File: src/rtl/oka_operand_split_15bit_if.sv
// Operand/sub-product bus for the 15-bit OKA operand splitter.
// Handshake: a transfer happens on a rising clk edge where valid and ready are
// both high; once valid is raised the payload holds steady and valid stays high
// until that transfer (reset is the only exception).
interface oka_operand_split_15bit_if #(
  parameter int N = 16
);
  localparam int HW = N / 2;

  logic          in_valid;
  logic          in_ready;
  logic [N-2:0]  in_a;
  logic [N-2:0]  in_b;
  logic          sub_valid;
  logic          sub_ready;
  logic [HW-1:0] sub_x;
  logic [HW-1:0] sub_y;
  logic [1:0]    sub_tag;
  logic          sub_last;

  // Upstream producer and downstream sub-multiplier side
  modport master (
    output in_valid, in_a, in_b, sub_ready,
    input  in_ready, sub_valid, sub_x, sub_y, sub_tag, sub_last
  );

  // Splitter side
  modport slave (
    input  in_valid, in_a, in_b, sub_ready,
    output in_ready, sub_valid, sub_x, sub_y, sub_tag, sub_last
  );
endinterface

File: src/rtl/oka_operand_split_15bit.sv
// Operand splitter/dispatcher for the 15-bit OKA GF(2) multiplier stage.
// Splits each operand into even/odd coefficient halves and issues the
// sub-product operand pairs one per handshake, tagged for recombination.
// Build option: define OKA_SPLIT_KARATSUBA_EN to issue the three Karatsuba
// products (tags 0, 3, 2) instead of the four schoolbook products (0, 1, 2, 3).
module oka_operand_split_15bit #(
  parameter int N = 16
) (
  input  logic clk,
  input  logic rst,
  oka_operand_split_15bit_if.slave bus,
  output logic busy,
  output logic dbg_state
);
  localparam int HW = N / 2;
  localparam int W  = N - 1;

  typedef enum logic {IDLE = 1'b0, ISSUE = 1'b1} state_t;

  state_t        state;
  logic [1:0]    idx;
  logic [HW-1:0] ae, ao, be, bo;

  logic [1:0]    nxt_idx;
  logic [HW-1:0] nxt_x, nxt_y;
  logic [1:0]    nxt_tag;
  logic          nxt_last;

  // Coefficients of x^0, x^2, ... x^14
  function automatic logic [HW-1:0] even_half(input logic [W-1:0] v);
    logic [HW-1:0] r;
    for (int i = 0; i < HW; i++) r[i] = v[2*i];
    return r;
  endfunction

  // Coefficients of x^1, x^3, ... x^13; top bit padded with 0
  function automatic logic [HW-1:0] odd_half(input logic [W-1:0] v);
    logic [HW-1:0] r;
    for (int i = 0; i < HW - 1; i++) r[i] = v[2*i+1];
    r[HW-1] = 1'b0;
    return r;
  endfunction

  assign dbg_state    = state;
  assign bus.in_ready = (state == IDLE) && !rst;

  // Payload of the product that follows the current one
  always_comb begin
    nxt_idx  = idx + 2'd1;
    nxt_x    = '0;
    nxt_y    = '0;
    nxt_tag  = 2'd0;
    nxt_last = 1'b0;
`ifdef OKA_SPLIT_KARATSUBA_EN
    case (nxt_idx)
      2'd1:    begin nxt_x = ao;      nxt_y = bo;      nxt_tag = 2'd3; end
      default: begin nxt_x = ae ^ ao; nxt_y = be ^ bo; nxt_tag = 2'd2; nxt_last = 1'b1; end
    endcase
`else
    case (nxt_idx)
      2'd1:    begin nxt_x = ae; nxt_y = bo; nxt_tag = 2'd1; end
      2'd2:    begin nxt_x = ao; nxt_y = be; nxt_tag = 2'd2; end
      default: begin nxt_x = ao; nxt_y = bo; nxt_tag = 2'd3; nxt_last = 1'b1; end
    endcase
`endif
  end

  // Capture operands, then walk the product index one handshake at a time
  always_ff @(posedge clk) begin
    if (rst) begin
      state         <= IDLE;
      idx           <= 2'd0;
      ae            <= '0;
      ao            <= '0;
      be            <= '0;
      bo            <= '0;
      bus.sub_valid <= 1'b0;
      bus.sub_x     <= '0;
      bus.sub_y     <= '0;
      bus.sub_tag   <= 2'd0;
      bus.sub_last  <= 1'b0;
      busy          <= 1'b0;
    end else begin
      case (state)
        IDLE: begin
          if (bus.in_valid) begin
            ae            <= even_half(bus.in_a);
            ao            <= odd_half(bus.in_a);
            be            <= even_half(bus.in_b);
            bo            <= odd_half(bus.in_b);
            idx           <= 2'd0;
            state         <= ISSUE;
            busy          <= 1'b1;
            // First product is always Ae*Be in both build options
            bus.sub_valid <= 1'b1;
            bus.sub_x     <= even_half(bus.in_a);
            bus.sub_y     <= even_half(bus.in_b);
            bus.sub_tag   <= 2'd0;
            bus.sub_last  <= 1'b0;
          end
        end
        ISSUE: begin
          if (bus.sub_ready) begin
            if (bus.sub_last) begin
              state         <= IDLE;
              idx           <= 2'd0;
              busy          <= 1'b0;
              bus.sub_valid <= 1'b0;
              bus.sub_x     <= '0;
              bus.sub_y     <= '0;
              bus.sub_tag   <= 2'd0;
              bus.sub_last  <= 1'b0;
            end else begin
              idx           <= nxt_idx;
              bus.sub_x     <= nxt_x;
              bus.sub_y     <= nxt_y;
              bus.sub_tag   <= nxt_tag;
              bus.sub_last  <= nxt_last;
            end
          end
        end
        default: state <= IDLE;
      endcase
    end
  end
endmodule

File: src/flat_wrapper.sv
// flat-port wrapper written by rule: the top's interface ports become plain ports
module oka_operand_split_15bit_flat 
#(
  parameter int N = 16
)
  (clk, rst, busy, dbg_state, bus_in_valid, bus_in_a, bus_in_b, bus_sub_ready, bus_in_ready, bus_sub_valid, bus_sub_x, bus_sub_y, bus_sub_tag, bus_sub_last);
  oka_operand_split_15bit_if #(.N(N)) bus_i ();
  input  logic clk;
  input  logic rst;
  output logic busy;
  output logic dbg_state;
  input wire logic [$bits(bus_i.in_valid)-1:0] bus_in_valid;
  input wire logic [$bits(bus_i.in_a)-1:0] bus_in_a;
  input wire logic [$bits(bus_i.in_b)-1:0] bus_in_b;
  input wire logic [$bits(bus_i.sub_ready)-1:0] bus_sub_ready;
  output wire logic [$bits(bus_i.in_ready)-1:0] bus_in_ready;
  output wire logic [$bits(bus_i.sub_valid)-1:0] bus_sub_valid;
  output wire logic [$bits(bus_i.sub_x)-1:0] bus_sub_x;
  output wire logic [$bits(bus_i.sub_y)-1:0] bus_sub_y;
  output wire logic [$bits(bus_i.sub_tag)-1:0] bus_sub_tag;
  output wire logic [$bits(bus_i.sub_last)-1:0] bus_sub_last;
  assign bus_i.in_valid = bus_in_valid;
  assign bus_i.in_a = bus_in_a;
  assign bus_i.in_b = bus_in_b;
  assign bus_i.sub_ready = bus_sub_ready;
  assign bus_in_ready = bus_i.in_ready;
  assign bus_sub_valid = bus_i.sub_valid;
  assign bus_sub_x = bus_i.sub_x;
  assign bus_sub_y = bus_i.sub_y;
  assign bus_sub_tag = bus_i.sub_tag;
  assign bus_sub_last = bus_i.sub_last;
  oka_operand_split_15bit #(.N(N)) u_core (.clk(clk), .rst(rst), .bus(bus_i), .busy(busy), .dbg_state(dbg_state));
endmodule
File: config.mk
export PLATFORM = sky130hd
export DESIGN_NAME = oka_operand_split_15bit_flat
export DESIGN_NICKNAME = d
export VERILOG_FILES = /design/src/rtl/oka_operand_split_15bit_if.sv /design/src/rtl/oka_operand_split_15bit.sv /design/src/flat_wrapper.sv
export SDC_FILE = /design/constraint.sdc
export NUM_CORES = 1
export LEC_CHECK = 0
export BUFFER_PORTS_ARGS = -buffer_cell sky130_fd_sc_hd__clkbuf_2
export CORE_MARGIN = 8
export CORE_UTILIZATION = 45
export CTS_CLUSTER_SIZE = 20
export DETAILED_ROUTE_END_ITERATION = 8
export GPL_TIMING_DRIVEN = 1
export PLACE_DENSITY = 0.72
export SLEW_MARGIN = 30
export SYNTH_ARGS = -nofsm -noshare
export SYNTH_HDL_FRONTEND = slang
export SYNTH_SLANG_ARGS = --single-unit
File: constraint.sdc
create_clock -name clk -period 3 [get_ports clk]
set_input_delay 0.3 -clock clk [delete_from_list [all_inputs] [get_ports clk]]
set_output_delay 0.3 -clock clk [all_outputs]
set_load 0.01 [all_outputs]
==> reports/qor_table.md <==
| Result | This run | Unit |
| --- | --- | --- |
| Status | finished, final reports clean | - |
| Starting density of the core | 46.0 | % |
| Width of the die | 87.5 | um |
| Final-layout fill cell count | 522 | - |
| Count of input and output buffers | 56 | - |
| Number of sinks driven by the clock tree | 53 | - |
| Number of top-level pins | 57 | - |
| Reg-to-reg slack, setup | 1.34 | ns |
| Max_slew headroom | 62.2 | % |
| FMAX | 0.604 | GHz |
| Total Wirelength | 5.62 | mm |
| Fin. Hold Viols | 0 | - |
| Commonest cells after routing, fill and taps aside | nand2_1, clkbuf_2, dfxtp_1 | - |
| Clock latency on the worst-skew pair | 0.31 | ns |
| Transition time of the tightest slew-check pin | 0.566 | ns |
| Antenna Violating Nets Remaining | 0 | - |
| Number of antenna violations at the first check in global routing | 0 | - |
| Total iterations of the first detailed-routing run | 4 | - |
| Clock edge transition at the registers on the reported setup and hold paths | 0.09 | ns |
| Setup_tns | 0 | ns |
| Maximum number of pins on one net before global-route repair | 47 | - |
| Maximum fanout encountered on the critical timing path | 46 | - |
| Remaining design rule violation count | 0 | - |
| Worst endpoint data arrival time | 1.88 | ns |
| Number of standard cells in the layout, taps in and fillers out | 387 | - |
| Unrepaired setup endpoints after global routing | false | - |
| Nets | 352 | - |
| Clock buffer depth | 2 | - |
| Post-layout minimum cycle time | 1.66 | ns |
| Worst vdd rail ir drop | 295 | uV |
| Register-to-Register Path Depth | 4 | - |
| Post-route clock skew | 0.00438 | ns |
| Critical register-to-register path endpoint | u_core.bus.sub_x[1] | - |
| Leakage power | 1.11 | nW |
| Routability Congestion | 0.778 | - |
| Synth Area per Inst | 8.50 | sq um |
| DIE HEIGHT | 87.5 | um |
| Netlist cell types | 28 | - |
| Buffer cell driving the clock tree root | clkbuf_8 | - |
| Netlist area before placement | 2300 | sq um |
| Startpoint type of the worst setup path | register | - |
| Leading post-synthesis cells by cell area | dfxtp_1, nand2_1, mux2_2, a21oi_1, a211oi_2 | - |
| Crit path kind | reg2reg | - |
| Placeable core region | 5010 | sq um |
| Gate count after technology mapping | 271 | - |
| Core utilization of the finished layout | 53.5 | % |
| Number of levels in the clock H-tree | 2 | - |
| Die ar. | 7660 | sq um |
| Synthesis-to-layout area growth | 16.4 | % |
| Number of vias after detailed routing | 1,970 | - |
| Post-synth top area cell | dfxtp_1 | - |
| Resized cells post-CTS | 0 | - |
| Layout cells sized above 1 | 30.6 | % |
| Worst hold slack | 0.205 | ns |
| Path type of the worst min-delay path | in2reg | - |
| Post-DR wirelength/cell | 14.5 | um |
| Area share of the leading cell type in the synthesized netlist | 46.1 | % |
| Number of buffers created by CTS | 5 | - |
| Critical path capture point type | register | - |
| Final setup viols | 0 | - |
| Vias in the first global route | 1,968 | - |
| Yosys warning count | 0 | - |
| Endpoint required time on the critical path | 3.22 | ns |
| Post-CTS Hold Buffers | 0 | - |
| Avg Vias per Cell | 5.09 | - |
| Count of maximum capacitance violations | 0 | - |
| Number of inserted diodes | 0 | - |
| CTS tree | yes | - |
| Total GRT Usage | 15.3 | % |
| Sequential element share of the synthesized area | 46.1 | % |
| Row count | 26 | - |
| Placed Cells incl. Taps | 379 | - |
| Most common cell after layout, fill and taps aside | nand2_1 | - |
| End of the critical path | u_core.bus.sub_x[1] | - |
| PwrDens | 562 | nW/um^2 |
| Number of post-CTS setup repair buffers | 0 | - |
| Worst setup path start | u_core.dbg_state | - |
| Number of design-rule violations left by the first detailed-router iteration | 179 | - |
| Syn_nets | 307 | - |
| Synth Register Bits | 53 | - |
| Global-route congestion overflow total | 0 | - |
| First-pass GRT wire length | 9.26 | mm |
| Reg-to-Reg Start | u_core.dbg_state | - |
| Number of pins with negative max-slew slack in the final report | 0 | - |
| Final HPWL from detailed placement | 3.72 | mm |
| Portion of the clock cycle consumed by the worst path in the final layout | 55.2 | % |
[synth_stat cells (all sizes together)]
cell type / number
and3: 1
nand2b: 1
ha: 2
dfxtp: 53
clkbuf: 3
mux2: 16
a211oi: 16
or3: 1
a32oi: 1
nor3: 2
inv: 2
nor2: 23
mux2i: 1
nand3: 2
o21ai: 16
nand2: 76
a21oi: 31
nor2b: 2
nand3b: 1
a2bb2oi: 2
buf: 19
[flip-flops by register name (all words and copies together) (netlist names)]
signal / cells
u_core.ae: 8
u_core.be: 8
u_core.bus.sub_x: 8
u_core.bus.sub_y: 8
u_core.ao: 7
u_core.bo: 7
u_core.bus.sub_tag: 2
u_core.idx: 2
u_core.bus.sub_last: 1
u_core.busy: 1
u_core.dbg_state: 1
[area by class of cell]
class | instances | area [sq um] | share of cell area [%]
Multi-Input combinational cell | 194 | 1100 | 40.9
Sequential cell | 53 | 1060 | 39.6
Tap cell | 70 | 87.6 | 3.27
Inverter | 2 | 7.51 | 0.280
Timing Repair Buffer | 60 | 310 | 11.6
Clock inverter | 1 | 30.0 | 1.12
Clock buffer | 7 | 86.3 | 3.22
[through the flow]
| step | area [sq um] | worst slack (ns) | total power [mW] |
|---|---|---|---|
| after floorplan | 2300 | 1.69 | 0.949 |
| after global placement | 2560 | 1.47 | 1.02 |
| after detailed placement | 2560 | 1.39 | 1.02 |
| after CTS | 2680 | 1.38 | 1.52 |
| after global routing | 2680 | 1.21 | 1.59 |
| final | 2680 | 1.34 | 1.51 |
[critical path, stage by stage, from the launching register on]
cell	delay [ns]
dfxtp_1	0.55
nand2b_1	0.16
buf_4	0.39
o21ai_0	0.16
a211oi_1	0.28
[cells by family after synthesis]
family          count (synthesis)  synth area share [%]
simple gates                  109                  18.8
compound gates                 66                  19.2
flops                          53                  46.1
buf+inv                        24                  6.41
mux                            17                  8.42
fa+ha+maj                       2                  1.09
[worst min path at each step]
stage / slack (ns) / endpoint / depth (start not counted) / startpoint
after floorplan: 0.43 / u_core.ae[0] / 2 / u_core.ae[0]
after global placement: 0.44 / u_core.be[4] / 2 / u_core.be[4]
after detailed placement: 0.44 / u_core.be[2] / 2 / u_core.be[2]
after CTS: 0.20 / u_core.ao[4] / 3 / bus_in_a[9]
after global routing: 0.20 / u_core.bo[5] / 3 / bus_in_b[11]
final: 0.21 / u_core.ao[4] / 3 / bus_in_a[9]
[metal layers]
metal | vias up | GRT usage (%) | share of wire (%)
met4 | 0 | 4.84 | 1.1
met3 | 7 | 5.57 | 6.6
met2 | 52 | 25.3 | 46
li1 | 995 | - | -
met5 | - | 0 | 0
met1 | 916 | 18.0 | 46
[power by group]
part / internal, mW / switching, mW / leakage, nW / total (mW)
Clock: 0.272 / 0.227 / 0.0585 / 0.499
Combinational: 0.0957 / 0.135 / 0.617 / 0.231
Sequential: 0.750 / 0.0259 / 0.436 / 0.776
Total: 1.12 / 0.388 / 1.11 / 1.51
Power figures use the tool's default switching activity.
